`config.mk`:
```
export PLATFORM = sky130hd
export DESIGN_NAME = parking_gate_ctrl
export DESIGN_NICKNAME = d
export VERILOG_FILES = /design/src/rtl/parking_pkg.sv /design/src/rtl/parking_gate_ctrl_rise_edge_det.sv /design/src/rtl/parking_gate_ctrl.sv
export SDC_FILE = /design/constraint.sdc
export NUM_CORES = 1
export LEC_CHECK = 0
export CAP_MARGIN = 20
export CORE_MARGIN = 2
export CORE_UTILIZATION = 45
export DETAILED_ROUTE_END_ITERATION = 8
export PLACE_DENSITY_LB_ADDON = 0.08
export SYNTH_ARGS = -nofsm -noshare
export SYNTH_HDL_FRONTEND = slang
export SYNTH_HIERARCHICAL = 1
export SYNTH_SLANG_ARGS = --single-unit
```
`constraint.sdc`:
```
create_clock -name CLK -period 3.9 [get_ports CLK]
set_input_delay 0.585 -clock CLK [delete_from_list [all_inputs] [get_ports CLK]]
set_output_delay 0.585 -clock CLK [all_outputs]
set_load 0.05 [all_outputs]
```
`src/rtl/parking_pkg.sv`:
```
// Shared types and helpers for the parking gate controller: state encoding,
// default capacity/occupancy sizing and a ceiling-log2 helper for timer widths.
package parking_pkg;

    localparam int CAPACITY_DEF = 10;
    localparam int OCC_W_DEF    = 4;

    typedef enum logic [1:0] {
        IDLE       = 2'd0,
        WAIT_CODE  = 2'd1,
        ENTRY_OPEN = 2'd2,
        EXIT_OPEN  = 2'd3
    } gate_state_t;

    // Bits needed to count 0..v-1; never returns less than 1.
    function automatic int clog2(input int v);
        int r;
        r = 0;
        while ((1 << r) < v) begin
            r = r + 1;
        end
        return (r == 0) ? 1 : r;
    endfunction

endpackage

```
`src/rtl/parking_gate_ctrl_rise_edge_det.sv`:
```
// Registered rising-edge detector for one synchronous sensor level.
// rise is high for one cycle, the cycle after d is first sampled high.
module rise_edge_det (
    input  logic CLK,
    input  logic RST_N,
    input  logic d,
    output logic rise
);

    logic d_q;

    always_ff @(posedge CLK or negedge RST_N) begin
        if (!RST_N) begin
            d_q  <= 1'b0;
            rise <= 1'b0;
        end else begin
            d_q  <= d;
            rise <= d & ~d_q;
        end
    end

endmodule

```
`src/rtl/parking_gate_ctrl.sv`:
```
// Parking gate controller: arbitrates entry/exit requests, tracks occupancy and
// pulses door_open for the blinker. Define PARKING_PASSCODE_EN for keypad-gated entry.
module parking_gate_ctrl
    import parking_pkg::*;
#(
    parameter int               CAPACITY     = CAPACITY_DEF,
    parameter int               OCC_W        = OCC_W_DEF,
    parameter int               OPEN_CYCLES  = 50,
    parameter int               CODE_W       = 4,
    parameter logic [CODE_W-1:0] PASSCODE    = 4'hA,
    parameter int               CODE_TIMEOUT = 100
) (
    input  logic              CLK,
    input  logic              RST_N,
    input  logic              car_entry_req,
    input  logic              car_exit_req,
    input  logic [CODE_W-1:0] code_in,
    input  logic              code_valid,
    output logic              door_open,
    output logic              gate_busy,
    output logic              full,
    output logic              denied,
    output logic [OCC_W-1:0]  occupancy,
    output gate_state_t       fsm_state
);

    localparam int TMR_MAX = (OPEN_CYCLES > CODE_TIMEOUT) ? OPEN_CYCLES : CODE_TIMEOUT;
    localparam int TMR_W   = clog2(TMR_MAX);
    localparam logic [TMR_W-1:0] OPEN_LAST = TMR_W'(OPEN_CYCLES - 1);
    localparam logic [OCC_W-1:0] CAP_VAL   = OCC_W'(CAPACITY);

    gate_state_t      state, state_n;
    logic [TMR_W-1:0] timer, timer_n;
    logic [OCC_W-1:0] occ_n;
    logic             door_n, denied_n, full_n;
    logic             entry_rise, exit_rise;

    rise_edge_det u_entry_det (
        .CLK   (CLK),
        .RST_N (RST_N),
        .d     (car_entry_req),
        .rise  (entry_rise)
    );

    rise_edge_det u_exit_det (
        .CLK   (CLK),
        .RST_N (RST_N),
        .d     (car_exit_req),
        .rise  (exit_rise)
    );

`ifndef PARKING_PASSCODE_EN
    logic unused_code;
    assign unused_code = ^{code_in, code_valid, PASSCODE};
`endif

    always_ff @(posedge CLK or negedge RST_N) begin
        if (!RST_N) begin
            state     <= IDLE;
            timer     <= '0;
            occupancy <= '0;
            full      <= 1'b0;
            door_open <= 1'b0;
            denied    <= 1'b0;
        end else begin
            state     <= state_n;
            timer     <= timer_n;
            occupancy <= occ_n;
            full      <= full_n;
            door_open <= door_n;
            denied    <= denied_n;
        end
    end

    always_comb begin
        state_n  = state;
        timer_n  = timer + 1'b1;
        occ_n    = occupancy;
        door_n   = 1'b0;
        denied_n = 1'b0;
        case (state)
            IDLE: begin
                timer_n = '0;
                // An exit that can act takes priority; a simultaneous entry edge is lost.
                if (exit_rise && (occupancy != '0)) begin
                    state_n = EXIT_OPEN;
                    door_n  = 1'b1;
                end else if (entry_rise) begin
                    if (full) begin
                        denied_n = 1'b1;
                    end else begin
`ifdef PARKING_PASSCODE_EN
                        state_n = WAIT_CODE;
`else
                        state_n = ENTRY_OPEN;
                        door_n  = 1'b1;
`endif
                    end
                end
            end
`ifdef PARKING_PASSCODE_EN
            WAIT_CODE: begin
                if (code_valid) begin
                    timer_n = '0;
                    if (code_in == PASSCODE) begin
                        state_n = ENTRY_OPEN;
                        door_n  = 1'b1;
                    end else begin
                        state_n  = IDLE;
                        denied_n = 1'b1;
                    end
                end else if (timer == TMR_W'(CODE_TIMEOUT - 1)) begin
                    timer_n  = '0;
                    state_n  = IDLE;
                    denied_n = 1'b1;
                end
            end
`endif
            ENTRY_OPEN: begin
                if (timer == OPEN_LAST) begin
                    timer_n = '0;
                    state_n = IDLE;
                    if (occupancy < CAP_VAL) occ_n = occupancy + 1'b1;
                end
            end
            EXIT_OPEN: begin
                if (timer == OPEN_LAST) begin
                    timer_n = '0;
                    state_n = IDLE;
                    if (occupancy != '0) occ_n = occupancy - 1'b1;
                end
            end
            default: begin
                timer_n = '0;
                state_n = IDLE;
            end
        endcase
        full_n = (occ_n == CAP_VAL);
    end

    assign gate_busy = (state != IDLE);
    assign fsm_state = state;

endmodule

```
==> summary.md <==
| Metric | Value |
|---|---|
| Data arrival, critical path | `~1.9 ns` |
| Cell-by-cell trace of the critical path | `or2_2 -> clkdlybuf4s50_1` |
| # port buffers | `13` |
| Pre-antenna DRT Iters | `4` |
| Commonest cells post-synth | `dfrtp_1, nor2_1, nand2_1, nand3_1` |
| Leakage power | `between 0.5 and 0.6 nW` |
| Endpoint class of the critical path | `output port` |
| CTS clock-pin slew for the worst setup and hold paths | `roughly 0.11 ns` |
| ANT cells | `0` |
| Final Cycle Share | `a little over three fifths` |
| Synth area leader | `dfrtp_1` |
| Setup TNS | `0 ns` |
| Htree depth | `1` |
| Met3 Wirelength | `between 50 and 60 µm` |
| Hold Crit Class | `flop to flop` |
| Post-synth EDFFs | `0` |
| WP buf/inv | `1` |
| Final wirelength | `~1800 µm` |
| Critical path's top delay family | `buffers and inverters` |
| Synth Area per Inst | `about 11 µm²` |
| Status | `finished, final reports clean` |
| Core area | `around 2100 µm²` |
| Area grow syn2layout | `18.8%` |
| Initial antenna violation count | `0` |
| # rows | `17` |
| Final setup viols | `0` |
| Grt ovf | `0` |
| Minimum clock period | `between 2 and 2.5 ns` |
| First-pass GRT wire length | `between 2000 and 3000 µm` |
| DR WL met2 | `around 740 µm` |
| Asr flop ratio synth | `100%` |
| YS warnings | `6` |
| # DRC | `0` |
| Post-route ant nets | `0` |
| Die ar. | `approximately 2600 µm²` |
| Top-area cell type share of the netlist area | `around half` |
| Worst R2R Start | `timer[1]$_DFF_PN0_` |
| CTS Sinks | `20` |
| R2r setup slk | `~1.8 ns` |
| Netlist cell types | `33` |
| Slowest CP cell | `clkdlybuf4s50_1` |
| Largest net degree at the start of global routing | `21` |
| Die Ht | `51.0 µm` |
| Post-CTS Setup Bufs | `0` |
| Critical Path RT | `around 3.3 ns` |
| Clock Skews | `about 0.0016 ns` |
| Clk_lat worst skew | `0.30 ns` |
| Cells after synthesis | `a little over 90` |
| Pwr Density | `between 400 and 500 nW/µm²` |
| Metal-1 WL | `~940 µm` |
| CP Launch Point | `fsm_state[1]$_DFFE_PN0P_` |
| Routability cong. | `between 0.7 and 0.8` |
| Main combinational cell family by area after synthesis | `simple AND/OR/NAND/NOR gates` |
| Area contributors post-synth | `dfrtp_1, ha_1, nor2_1, nand3_1, nor2b_4` |
| Final Hold Viols | `0` |
| Top Ports | `19` |
| WHS | `approximately 0.45 ns` |
| Primary FF master, synth | `dfrtp_1` |
| DR WL/cell | `between 10 and 15 µm` |
| Layout cells sized above 1 | `between 10 and 15%` |
| Post-cts sizing count | `0` |
| Syn Std Cell Area | `996 µm²` |
| Final Max Tran Viols | `0` |
| NumNets Final | `119` |
| CTS tree | `yes` |
| Register area share after synthesis | `50.3%` |
| Slowest stage delay, CP | `just over 0.7 ns` |
| XOR/XNOR Fraction of Synth Area | `approximately 5.3%` |
| Relative slew slack | `about two fifths` |
| Detail Placement HPWL | `about 1200 µm` |
| Register Area | `~500 µm²` |
| Footprint of the multi-input gates | `roughly 470 µm²` |
| RSZ-0062 raised after global routing | `false` |
| Worst slew pin tran | `about 0.9 ns` |
| Maximum net fanout on the critical path | `9` |
| Post-synthesis simple-gate area fraction | `a little over a quarter` |
| Num CTS Buffers | `3` |
| Fillers | `~190` |
| Vias in the first global route | `approximately 640` |
| Max Used Layer | `met4` |
| Root Driver | `clkbuf_4` |
| Iteration-0 DRC Markers | `12` |
| CP startpoint kind | `flop` |
| Starting density of the core | `46.4%` |
| Yosys reg bits | `20` |
| WS Path Type | `flop to output port` |
| Max Cap Viol | `0` |
| Via density | `roughly 5.3` |
| Hold-fix buffers, CTS | `0` |
| Maximum clock insertion buffer count | `2` |
| Most numerous cell in the Yosys netlist | `dfrtp_1` |
| VDD IR max | `roughly 0.23 mV` |
| Tot GR Track Use | `~15%` |
| Net Count, Synth | `roughly 100` |
| Hold Startpoint | `u_exit_det/d_q$_DFF_PN0_` |
| F_max | `around 0.4 GHz` |
| Synth Area in Compound Gates | `under 10%` |
| Post-Synth Adder-Cell Area | `under 10%` |
| DR vias | `roughly 700` |
| Multiplexer area fraction after synthesis | `0%` |
| Die W | `between 50 and 60 µm` |
==> cell type report <==
type / count / area share, %
Timing Repair Buffer: 13 / 11.0
Sequential cell: 20 / 42.3
Inverter: 3 / 0.951
Clock buffer: 4 / 3.07
Multi-Input combinational cell: 65 / 39.7
Tap cell: 28 / 2.96
==> worst paths after layout <==
check	depth (start not counted)	endpoint
max	2	gate_busy
min	1	u_exit_det/rise$_DFF_PN0_
max reg2reg	7	full$_DFF_PN0_
min reg2reg	1	u_exit_det/rise$_DFF_PN0_
max in group asynchronous	1	u_exit_det/d_q$_DFF_PN0_
min in group asynchronous	1	timer[6]$_DFF_PN0_
==> registers in the layout (all words and copies together), names as in the netlist <==
register / cells
u_entry_det/d_q: 1
full: 1
u_exit_det/d_q: 1
door_open: 1
occupancy: 4
u_entry_det/rise: 1
timer: 7
denied: 1
fsm_state: 2
u_exit_det/rise: 1
==> power by group <==
part | internal (mW) | leakage [nW] | switching, mW
combinational | 0.0403 | 0.256 | 0.0454
clock | 0.0569 | 0.0210 | 0.0622
sequential | 0.236 | 0.262 | 0.0452
total | 0.334 | 0.538 | 0.153
==> cell families after synthesis <==
family,Yosys count
XOR/XNOR,6
AND/OR/NAND/NOR,41
adder cells (fa/ha/maj),4
buffers and inverters,6
AO/OA/AOI/OAI,14
flip-flops,20
==> placed cells by master (no fill, tap or decap), drive strengths merged, types with 4 or more instances in the layout <==
cell type and n:
nand3 6, clkbuf 4, nor2 10, nand2b 4, dfrtp 20, ha 4, nand2 6, clkdlybuf4s50 13
o21ai 4
==> metal layers <==
layer  vias up  GRT usage, %
met5         -             0
met4         0          5.41
li1        346             -
met3         2          1.75
met1       339          23.6
met2        15          22.3
==> per-stage QoR <==
step	instance area [µm²]	worst slack (ns)	utilization [%]	total power [mW]	std cells
after floorplan	996	1.88	-	0.344	91
final	1180	1.43	55.1	0.486	133
after detailed placement	1150	1.79	53.4	0.372	129
after CTS	1180	1.43	55.1	0.494	133
after global routing	1180	1.36	55.1	0.519	133
after global placement	1150	1.79	53.4	0.367	129
No activity file was read; power rests on OpenSTA's default activity.
